### src/rtl/dsa_step_sequencer.sv
// dsa_step_sequencer
// Host-side initiator for the DSA single-step debug interface. A host command
// (STEP_N / RELEASE / CLEAR_TRACE / NOP) arrives over a valid/ready port. The
// sequencer then drives step_enable, step_trigger and step_granularity toward
// the step controller. It counts the steps the controller completes and
// abandons a step that is not acknowledged within TIMEOUT_CYCLES. After each
// completed step it can record the interpolation FSM state in a trace buffer.
//
// Ports:
//   clk, rst_n              clock, asynchronous active-low reset
//   cmd_valid/cmd_ready     host command handshake
//   cmd_op/count/gran       command opcode, step count, step granularity
//   step_enable/trigger     to step controller (trigger is a 1-cycle pulse)
//   step_granularity        to step controller, held until the next STEP_N
//   step_ack/step_ready     from step controller
//   fsm_state               target FSM state, captured on each completed step
//   busy/done/timeout       status: in progress / end pulse / sticky error
//   steps_done              steps completed in the current or last STEP_N
//   trace_rd_addr/data      combinational trace read port
//   trace_count/trace_ovf   valid trace entries / sticky dropped-capture flag
//
// Optional feature macro: DSA_STEP_TRACE_EN
//   When this macro is defined, the trace buffer is built.
//   When it is undefined, the trace outputs are tied to zero.
module dsa_step_sequencer #(
  parameter int CNT_W          = 16,
  parameter int TRACE_DEPTH    = 16,
  parameter int TIMEOUT_CYCLES = 1024
) (
  input  logic                         clk,
  input  logic                         rst_n,
  input  logic                         cmd_valid,
  output logic                         cmd_ready,
  input  logic [1:0]                   cmd_op,
  input  logic [CNT_W-1:0]             cmd_count,
  input  logic [1:0]                   cmd_gran,
  output logic                         step_enable,
  output logic                         step_trigger,
  output logic [1:0]                   step_granularity,
  input  logic                         step_ack,
  input  logic                         step_ready,
  input  logic [3:0]                   fsm_state,
  output logic                         busy,
  output logic                         done,
  output logic                         timeout,
  output logic [CNT_W-1:0]             steps_done,
  input  logic [$clog2(TRACE_DEPTH)-1:0] trace_rd_addr,
  output logic [3:0]                   trace_rd_data,
  output logic [$clog2(TRACE_DEPTH):0] trace_count,
  output logic                         trace_ovf
);

  localparam int AW = $clog2(TRACE_DEPTH);
  localparam int TW = $clog2(TIMEOUT_CYCLES + 1);
  localparam logic [TW-1:0] TIMER_LAST = TW'(TIMEOUT_CYCLES - 1);

  localparam logic [1:0] OP_STEP_N      = 2'd0;
  localparam logic [1:0] OP_RELEASE     = 2'd1;
  localparam logic [1:0] OP_CLEAR_TRACE = 2'd2;

  typedef enum logic [2:0] {
    S_IDLE,
    S_ARM,
    S_TRIG,
    S_WAIT_ACK,
    S_WAIT_RDY,
    S_PAUSED
  } state_e;

  state_e           state_q;
  logic             step_enable_q;
  logic             step_trigger_q;
  logic             done_q;
  logic             timeout_q;
  logic [1:0]       gran_q;
  logic [CNT_W-1:0] steps_done_q;
  logic [CNT_W-1:0] remaining_q;
  logic [TW-1:0]    timer_q;

  logic cmd_accept;
  logic capture;
  logic timer_expired;

  // Commands are only taken while the target is idle or held paused.
  assign cmd_ready     = (state_q == S_IDLE) || (state_q == S_PAUSED);
  assign busy          = (state_q == S_ARM) || (state_q == S_TRIG) ||
                         (state_q == S_WAIT_ACK) || (state_q == S_WAIT_RDY);
  assign cmd_accept    = cmd_valid && cmd_ready;
  assign capture       = (state_q == S_WAIT_RDY) && step_ready;
  assign timer_expired = (timer_q == TIMER_LAST);

  assign step_enable      = step_enable_q;
  assign step_trigger     = step_trigger_q;
  assign step_granularity = gran_q;
  assign done             = done_q;
  assign timeout          = timeout_q;
  assign steps_done       = steps_done_q;

  // Main sequencer FSM. step_trigger_q is only raised on the edge that enters
  // S_TRIG, so it is a single-cycle pulse. The path back to S_TRIG passes
  // through S_WAIT_ACK and S_WAIT_RDY, which keeps the trigger low for at
  // least two cycles between pulses.
  always_ff @(posedge clk or negedge rst_n) begin
    if (!rst_n) begin
      state_q        <= S_IDLE;
      step_enable_q  <= 1'b0;
      step_trigger_q <= 1'b0;
      done_q         <= 1'b0;
      timeout_q      <= 1'b0;
      gran_q         <= 2'd0;
      steps_done_q   <= '0;
      remaining_q    <= '0;
      timer_q        <= '0;
    end else begin
      done_q         <= 1'b0;
      step_trigger_q <= 1'b0;
      case (state_q)
        S_IDLE, S_PAUSED: begin
          if (cmd_accept) begin
            case (cmd_op)
              OP_STEP_N: begin
                gran_q       <= cmd_gran;
                remaining_q  <= cmd_count;
                steps_done_q <= '0;
                timeout_q    <= 1'b0;
                if (cmd_count == '0) begin
                  done_q <= 1'b1;
                end else if (state_q == S_PAUSED) begin
                  // The target is already paused, so ready is known to be high.
                  state_q        <= S_TRIG;
                  step_trigger_q <= 1'b1;
                end else begin
                  state_q       <= S_ARM;
                  step_enable_q <= 1'b1;
                end
              end
              OP_RELEASE: begin
                state_q       <= S_IDLE;
                step_enable_q <= 1'b0;
                done_q        <= 1'b1;
              end
              default: ;
            endcase
          end
        end
        // No timeout here: the target may be idle, waiting to be started.
        S_ARM: begin
          if (step_ready) begin
            state_q        <= S_TRIG;
            step_trigger_q <= 1'b1;
          end
        end
        S_TRIG: begin
          state_q <= S_WAIT_ACK;
          timer_q <= '0;
        end
        // step_ready can still be high from the previous step here, so it is
        // ignored until the controller acknowledges the trigger.
        S_WAIT_ACK: begin
          if (step_ack) begin
            state_q <= S_WAIT_RDY;
            timer_q <= '0;
          end else if (timer_expired) begin
            state_q   <= S_PAUSED;
            timeout_q <= 1'b1;
            done_q    <= 1'b1;
          end else begin
            timer_q <= timer_q + TW'(1);
          end
        end
        S_WAIT_RDY: begin
          if (step_ready) begin
            steps_done_q <= steps_done_q + CNT_W'(1);
            remaining_q  <= remaining_q - CNT_W'(1);
            if (remaining_q == CNT_W'(1)) begin
              state_q <= S_PAUSED;
              done_q  <= 1'b1;
            end else begin
              state_q        <= S_TRIG;
              step_trigger_q <= 1'b1;
            end
          end else if (timer_expired) begin
            state_q   <= S_PAUSED;
            timeout_q <= 1'b1;
            done_q    <= 1'b1;
          end else begin
            timer_q <= timer_q + TW'(1);
          end
        end
        default: state_q <= S_IDLE;
      endcase
    end
  end

`ifdef DSA_STEP_TRACE_EN
  localparam logic [AW:0] TRACE_FULL = (AW + 1)'(TRACE_DEPTH);

  logic [3:0]  trace_mem [TRACE_DEPTH];
  logic [AW:0] trace_count_q;
  logic        trace_ovf_q;
  logic        clear_trace;
  logic        trace_full;

  assign clear_trace = cmd_accept && (cmd_op == OP_CLEAR_TRACE);
  assign trace_full  = (trace_count_q == TRACE_FULL);

  // Fill level and overflow flag. When the buffer is full, the capture is
  // dropped but the step is still counted by the FSM.
  always_ff @(posedge clk or negedge rst_n) begin
    if (!rst_n) begin
      trace_count_q <= '0;
      trace_ovf_q   <= 1'b0;
    end else if (clear_trace) begin
      trace_count_q <= '0;
      trace_ovf_q   <= 1'b0;
    end else if (capture) begin
      if (trace_full) begin
        trace_ovf_q <= 1'b1;
      end else begin
        trace_count_q <= trace_count_q + (AW + 1)'(1);
      end
    end
  end

  // Storage has no reset. Entries beyond trace_count are meaningless.
  always_ff @(posedge clk) begin
    if (capture && !trace_full) begin
      trace_mem[trace_count_q[AW-1:0]] <= fsm_state;
    end
  end

  assign trace_rd_data = trace_mem[trace_rd_addr];
  assign trace_count   = trace_count_q;
  assign trace_ovf     = trace_ovf_q;
`else
  logic unused_trace;

  assign unused_trace  = ^{fsm_state, trace_rd_addr, capture};
  assign trace_rd_data = 4'd0;
  assign trace_count   = '0;
  assign trace_ovf     = 1'b0;
`endif

endmodule

### config.mk
export PLATFORM = sky130hd
export DESIGN_NAME = dsa_step_sequencer
export DESIGN_NICKNAME = d
export VERILOG_FILES = /design/src/rtl/dsa_step_sequencer.sv
export SDC_FILE = /design/constraint.sdc
export NUM_CORES = 1
export LEC_CHECK = 0
export CAP_MARGIN = 40
export CELL_PAD_IN_SITES_DETAIL_PLACEMENT = 1
export CELL_PAD_IN_SITES_GLOBAL_PLACEMENT = 2
export CORE_UTILIZATION = 38
export DETAILED_ROUTE_END_ITERATION = 10
export DONT_BUFFER_PORTS = 1
export PLACE_DENSITY = 0.86
export SYNTH_ARGS = -nofsm -noshare
export SYNTH_HDL_FRONTEND = slang
export SYNTH_SLANG_ARGS = --single-unit
export TNS_END_PERCENT = 20
### constraint.sdc
create_clock -name clk -period 2.55 [get_ports clk]
set_input_delay 0.6375 -clock clk [delete_from_list [all_inputs] [get_ports clk]]
set_output_delay 0.6375 -clock clk [all_outputs]
set_load 0.01 [all_outputs]
-- Word-level counts from Yosys, hierarchy flattened
Index checks and enable logic that the tools add are counted.
- register bits: 52
- bits in latches: 0
- memory bits (writable): 0
- memory bits (read-only): 0
- output and inout port bits: 34
- memories: 0
- $add $sub $neg: 3
- multiply operators: 0
- div/mod/pow operators: 0
- magnitude comparators: 0
- eq/ne operators: 18
- shift-type cells: 0
- muxes and demuxes: 47
- bitwise logic cells: 0
- reduce and logical (&&, ||, !) cells: 19
- operator list (operator ; count):
    $mux W16 ; 6
    $pmux W16 S2 ; 2
    $mux W11 ; 3
    $pmux W11 S3 ; 1
    $mux W3 ; 7
    $mux W1 ; 20
    $add A16 B1 Y16 const B ; 1
    $eq A16 B1 Y1 const B ; 1
    $logic_not A16 Y1 ; 1
    $sub A16 B1 Y16 const B ; 1
    $pmux W3 S5 ; 1
    $ne A2 B2 Y1 const B ; 7
    $add A11 B1 Y11 const B ; 1
    $eq A11 B10 Y1 const B ; 1
    $reduce_and A5 Y1 ; 2
    $pmux W1 S3 ; 3
    $reduce_and A4 Y1 ; 2
    $eq A3 B2 Y1 const B ; 2
    $eq A3 B3 Y1 const B ; 2
    $pmux W3 S2 ; 1
    $reduce_bool A3 Y1 ; 2
    $logic_or A1 B1 Y1 ; 4
    $pmux W1 S2 ; 2
    $reduce_bool A2 Y1 ; 2
    other kinds (12) ; 12

-- Longest topological paths before layout
Gate-level depths: netlist of run 1.
- depth in word-level cells: 6
- depth in mapped cells: 8
- gate-level depth less buffers: 7

-- Worst setup path after synthesis of run 1
OpenSTA, ideal clock, no wires.
- kind: in2reg
- from: input cmd_op[1]
- to: register steps_done_q[7] (netlist: steps_done[7])
- setup time: 0.132 ns
- arrival time: 1.901 ns
- path slack: 0.517 ns
- cell stages on the path: 6
- buffers on the path: 1
- cell sequence: or3_4 -> o31a_1 -> buf_2 -> nor4b_4 -> xnor2_1 -> nor2_1
- cells in the longest elaborated chain, start to end: 3
- RTL lines (what ; line ; source):
    from (decl) ; 34 ; input logic [1:0] cmd_op,
    $logic_not A2 Y1 ; 120 ; case (cmd_op)
    $ne A2 B1 Y1 (no line) ; n/a ;
    $reduce_and A4 Y1 (no line) ; n/a ;
    to (signal assigned) ; 173 ; steps_done_q <= steps_done_q + CNT_W'(1);
    to (decl) ; 76 ; logic [CNT_W-1:0] steps_done_q;
Every way passes these cells.
A chain may end at the register's enable or synchronous reset.

-- Worst setup path after layout of run 1
- from: register state_q[2]
- to: output cmd_ready
- cells in the longest elaborated chain, start to end: 2
- RTL lines (what ; line ; source):
    from (decl) ; 70 ; state_e state_q;
    from (signal assigned) ; 105 ; state_q <= S_IDLE;
    from (signal assigned) ; 130 ; state_q <= S_TRIG;
    from (signal assigned) ; 133 ; state_q <= S_ARM;
    $eq A3 B3 Y1 or $logic_not A3 Y1 (tied branches) ; 85 ; assign cmd_ready = (state_q == S_IDLE) || (state_q == S_PAUSED);
    $logic_or A1 B1 Y1 (*) ; 85 ;
    to (decl) ; 33 ; output logic cmd_ready,
Mark *: on every way between the ends. The rest lies on a longest branch, timed or not.

==> flow_summary.json, run 1 <==
{
  "r2r_cells": 7,
  "clock.fmax_mhz": 478.4,
  "cts_buffers": 5,
  "ant_nets": 0,
  "yosys_warnings": 0,
  "p_seq_share_pct": 41.4,
  "routed_wire_length_per_instance_um": 17.30,
  "syn_area_per_cell_um2": 8.851,
  "period_share_pct": 81.97,
  "grt_max_degree": 53,
  "worst_ep_required_time_ns": 1.91,
  "finalSetupTns_ns": 0,
  "synth_top_area_share_pct": 41.77,
  "drtPass1Iterations": 4,
  "gp_congestion": 0.7823,
  "routed_wl_um": 8025,
  "drive_gt1_share_pct": 10.50,
  "async_flop_share_pct": 100.0,
  "grt_pass1_vias": 2767,
  "root_buffer": "clkbuf_8",
  "overflow": 0,
  "max_cap_viol_count": 0,
  "finalSetupViolations": 0,
  "synth_area_um2": 3115,
  "p_sw_share_pct": 40.26,
  "synth_edf_count": 0,
  "antenna_found_initial": 0,
  "yosys_register_bits": 52,
  "fin_skew_ns": 0.006208,
  "slew_violations": 0,
  "synth_ff_type": "dfrtp_1",
  "critPathLaunch": "state_q[2]",
  "via_per_inst": 5.683,
  "p_switching_mw": 1.289,
  "max_stage_delay_ns": 0.54,
  "cts_tree": "built",
  "crit_fanout": 13,
  "period_minus_slack_ns": 2.090,
  "die_x_um": 92.55,
  "antenna_cells": 0,
  "rsz0062_at_grt": "no",
  "hold_class": "in -> async",
  "postCtsSetupBuffers": 0,
  "grt_use_total_pct": 19.92,
  "crit_path_end_kind": "primary output",
  "path_clk_slew_ns": 0.09,
  "io_pins": 67,
  "hold_viol": 0,
  "crit_buf_inv": 1,
  "synth_common_cells": "dfrtp_1 (52), nor2_1 (45), a21oi_1 (30), nand2_1 (30), o21ai_0 (19)",
  "power_leakage_nw": 1.430,
  "combPwrFrac_pct": 39.1,
  "cts.path.max_buffers": 2,
  "cp.arrival_ns": 1.45,
  "yosys-top-cells-area": "dfrtp_1 (42%), nor2_1 (5.4%), a21oi_1 (4.8%)",
  "clock-sinks": 52,
  "worst_path_max_delay_cell": "dfrtp_1",
  "clock_latency_ns": 0.31,
  "nFillCells": 926,
  "power.density_nw_per_um2": 928.9,
  "crit_type": "reg -> out",
  "p_int_mw": 1.913,
  "grt_pass1_wl_um": 13540,
  "drc": 0,
  "cp-start-kind": "register",
  "cp.depth": 3,
  "whs_ns": 0.01830,
  "die_h_um": 92.55,
  "portBuffers": 0,
  "start_util_pct": 39.70,
  "slew_headroom_pct": 49.96,
  "rows": 32,
  "synth.yosys.seq_area_share_pct": 41.77,
  "core_um2": 7848,
  "crit_chain": "xor2_2 -> buf_4 -> nor2_1",
  "dp_hpwl_um": 5811,
  "synth_cell_type_count": 56,
  "seqCellArea_um2": 1301,
  "critPathTopFamily": "flip-flops",
  "irDropWorstVdd_mv": 0.3450,
  "yosysMostFrequentCell": "dfrtp_1",
  "area_growth_syn_to_layout_pct": 10.64,
  "ctsHoldBuffers": 0,
  "worstMarginPinSlew_ns": 0.7402,
  "drtIter0Drc": 88,
  "clkPwrFrac_pct": 19.6,
  "die_area_um2": 8565,
  "htreeDepth": 2,
  "status": "complete, no violations",
  "ctsResizeCount": 0,
  "r2r-start": "remaining_q[0]",
  "multi_input_area_um2": 1688,
  "via_count": 2637,
  "final_nets": 398,
  "syn_inst": 352,
  "yosys.area.top_type": "dfrtp_1"
}
==> through the flow <==
step	total power [mW]	instance area [um2]	instances	util [%]	setup WS, ns
after floorplan	2.180	3149	361	-	0.5173
final	3.202	3447	464	43.93	0.4598
after global placement	2.498	3276	453	41.74	0.3567
after detailed placement	2.567	3283	454	41.84	0.3161
after CTS	3.212	3410	462	43.45	0.4339
after global routing	3.453	3447	464	43.93	0.3429
==> kinds of logic after synthesis <==
group | Yosys count | share of synthesized area (%)
other | 1 | 0.1204
multiplexers | 3 | 1.084
AO/OA/AOI/OAI | 81 | 16.27
XOR/XNOR | 23 | 6.707
adder cells (fa/ha/maj) | 4 | 1.606
flip-flops | 52 | 41.77
AND/OR/NAND/NOR | 155 | 26.99
buffers and inverters | 33 | 5.462
==> flip-flops by register name, summed over array words and instances (netlist names) <==
signal	flops
done	1
remaining_q	16
timer_q	11
step_enable	1
step_trigger	1
timeout	1
step_granularity	2
state_q	3
steps_done	16
==> power groups by stage <==
stage	Clock, mW	Sequential, mW	Combinational (mW)
global placement	0	1.32	1.17
detailed placement	0	1.33	1.23
finish	0.627	1.32	1.25
floorplan	0	1.25	0.935
CTS	0.651	1.32	1.24
global route	0.682	1.36	1.41
==> layout make-up <==
class	count	share of cell area (%)
Multi-Input combinational cell	276	48.97
Sequential cell	52	37.75
Timing Repair Buffer	19	5.154
Tap cell	102	3.702
Clock buffer	7	2.795
Clock inverter	1	0.8711
Inverter	7	0.7622
==> metal layers <==
layer | up-vias | share of wire (%) | global-route usage (%)
li1 | 1269 | - | -
met1 | 1315 | 45 | 24.54
met2 | 46 | 50 | 35.19
met3 | 7 | 4.0 | 4.105
met4 | 0 | 0.92 | 5.208
met5 | - | 0 | 0
==> worst paths after layout <==
| kind | to | slack [ns] |
|---|---|---|
| worst max register to register | remaining_q[14] | 0.53 |
| min in group clk | step_enable | 0.41 |
| worst min-delay path | remaining_q[7] | 0.02 |
| worst min register to register | timer_q[10] | 0.49 |
| max in group asynchronous | remaining_q[8] | 1.84 |
| worst max-delay path | cmd_ready | 0.46 |
==> placed cells by master (no fill, tap or decap), types with 7 or more instances in the layout <==
cell type  netlist  layout
a21oi_1         30      30
buf_4           11      16
clkbuf_8         0       7
conb_1           1      10
dfrtp_1         52      52
inv_1            7       7
nand2_1         30      30
nand3_1         15      15
nor2_1          45      45
nor3_1          16      15
nor4_1           9       9
o21ai_0         19      19
xnor2_1         15      15
xor2_1           7       7
(Power assumes the default switching activity.)
==> inputs of run 2 (changes only) <==
CORE_UTILIZATION = 34   (was 38)
PLACE_DENSITY = 0.81   (was 0.86)
clock period = 1.9 ns   (was 2.55 ns; I/O delays follow)
==> flow_summary.json, run 2 (synthesis gave the netlist of run 1 again) <==
{
  "clock_latency_ns": 0.30,
  "placedCellCount": 487,
  "gp_congestion": 0.8036,
  "cp-start-kind": "register",
  "crit_path_end_kind": "register",
  "drtPass1Iterations": 7,
  "mostFrequentLayoutCells": "dfrtp_1 (50), nor2_1 (44), buf_4 (41)",
  "routed_wire_length_per_instance_um": 17.32,
  "drtIter0Drc": 90,
  "clock-sinks": 52,
  "mostFrequentLayoutCell": "dfrtp_1",
  "die_area_um2": 9550,
  "period_share_pct": 96.89,
  "overflow": 0,
  "drive_gt1_share_pct": 18.97,
  "root_buffer": "clkbuf_8",
  "layout.cells.non_filler": 498,
  "area_growth_syn_to_layout_pct": 18.67,
  "slew_violations": 0,
  "grt_pass1_vias": 2845,
  "hold_class": "in -> async",
  "htreeDepth": 2,
  "antenna_found_initial": 0,
  "cp.arrival_ns": 2.04,
  "cts_buffers": 5,
  "path_clk_slew_ns": 0.09,
  "max_cap_viol_count": 0,
  "dp_hpwl_um": 6427,
  "via_per_inst": 5.488,
  "die_h_um": 97.73,
  "status": "finished, violations left",
  "irDropWorstVdd_mv": 0.6049,
  "nFillCells": 1041,
  "violations": "design-rule violations",
  "final_nets": 427,
  "grt_use_total_pct": 18.49,
  "r2r-start": "state_q[1]",
  "cts_tree": "built",
  "drc": 5,
  "utilization_pct": 41.99,
  "worst_ep_required_time_ns": 2.09,
  "antenna_cells": 0,
  "period_minus_slack_ns": 1.841,
  "power.density_nw_per_um2": 1205,
  "fin_skew_ns": 0.007798,
  "ant_nets": 0,
  "start_util_pct": 35.38,
  "rows": 34,
  "crit_type": "reg -> reg",
  "die_x_um": 97.73,
  "finalSetupViolations": 0,
  "rsz0062_at_grt": "yes",
  "grt_pass1_wl_um": 14290,
  "cts.path.max_buffers": 2,
  "clock.fmax_mhz": 543.2,
  "finalSetupTns_ns": 0,
  "grt_max_degree": 53,
  "crit_fanout": 8,
  "power.total_mw": 4.453,
  "via_count": 2733,
  "portBuffers": 0,
  "power_leakage_nw": 1.577,
  "routed_wl_um": 8624,
  "io_pins": 67,
  "critPathLaunch": "state_q[1]",
  "core_um2": 8806,
  "hold_viol": 0
}
==> run 2: changes by cell type in the layout (fill, tap and decap cells not counted), moves of 2 or more <==
cell,previous run,this run
buf_4,16,41
buf_6,0,4
clkbuf_8,7,5
dfrtp_1,52,50
dfrtp_2,0,2
==> run 2: path summary, 6_finish.rpt <==
check	to	slack [ns]	cells after the start
max in group asynchronous	state_q[2]	1.62	1
min reg2reg	timer_q[10]	0.50	1
max	steps_done[7]	0.06	5
min in group clk	step_enable	0.25	1
max reg2reg	steps_done[7]	0.06	5
min	steps_done[12]	0.01	1
==> run 2: metrics by stage <==
stage	hold slack [ns]	setup WS, ns	cell area, um2
after floorplan	0.1794	0.02977	3154
after global placement	0.1817	-0.05842	3503
after detailed placement	0.1811	-0.04715	3511
after CTS	0.02916	0.002873	3631
after global routing	0.01028	-0.01969	3697
final	0.01279	0.05912	3697
==> run 2: metal layers <==
| layer | share of wire, % | vias to the layer above | track usage (%) | wire (um) |
|---|---|---|---|---|
| met5 | 0 | - | 0 | 0 |
| met4 | 0.61 | 0 | 3.263 | 53 |
| met3 | 4.3 | 5 | 4.029 | 367 |
| met2 | 52 | 34 | 34.10 | 4452 |
| met1 | 43 | 1374 | 22.17 | 3751 |
| li1 | - | 1320 | - | - |
==> run 2: repair_timing <==
action | in CTS | in global routing
hold endpoints to repair | 52 | 0
setup endpoints to repair | 3 | 28
setup buffers | 0 | 3
hold buffers | 1 | 0
gates cloned | 0 | 0
gates resized for setup | 4 | 10
==> run 2: worst max-delay path, cell delays in order, from the launching register on <==
cell and delay [ns]:
dfrtp_1 0.44, or3_4 0.41, o31a_4 0.35, nor4b_4 0.30, xnor2_1 0.17, nor2_1 0.07
==> run 2: cell type report <==
cell class                      instances  area [um2]  share of cell area (%)
Tap cell                              108       135.1                   3.655
Inverter                                7       26.28                  0.7107
Clock buffer                            6       72.57                   1.963
Multi-Input combinational cell        276        1734                   46.90
Clock inverter                          1       5.005                  0.1354
Sequential cell                        52        1304                   35.26
Timing Repair Buffer                   48       420.4                   11.37
==> run 2: where the power goes <==
group / internal, mW / switching, mW / total (mW) / leakage (nW)
clock network: 0.252 / 0.360 / 0.612 / 0.0410
logic: 0.962 / 1.12 / 2.08 / 0.864
registers: 1.40 / 0.359 / 1.76 / 0.672
==> inputs of run 3 (changes only) <==
ABC_CLOCK_PERIOD_IN_PS = 1900   (was default)
==> results of run 3 <==
No change in the layout: final DEF, timing and power equal those of run 2.
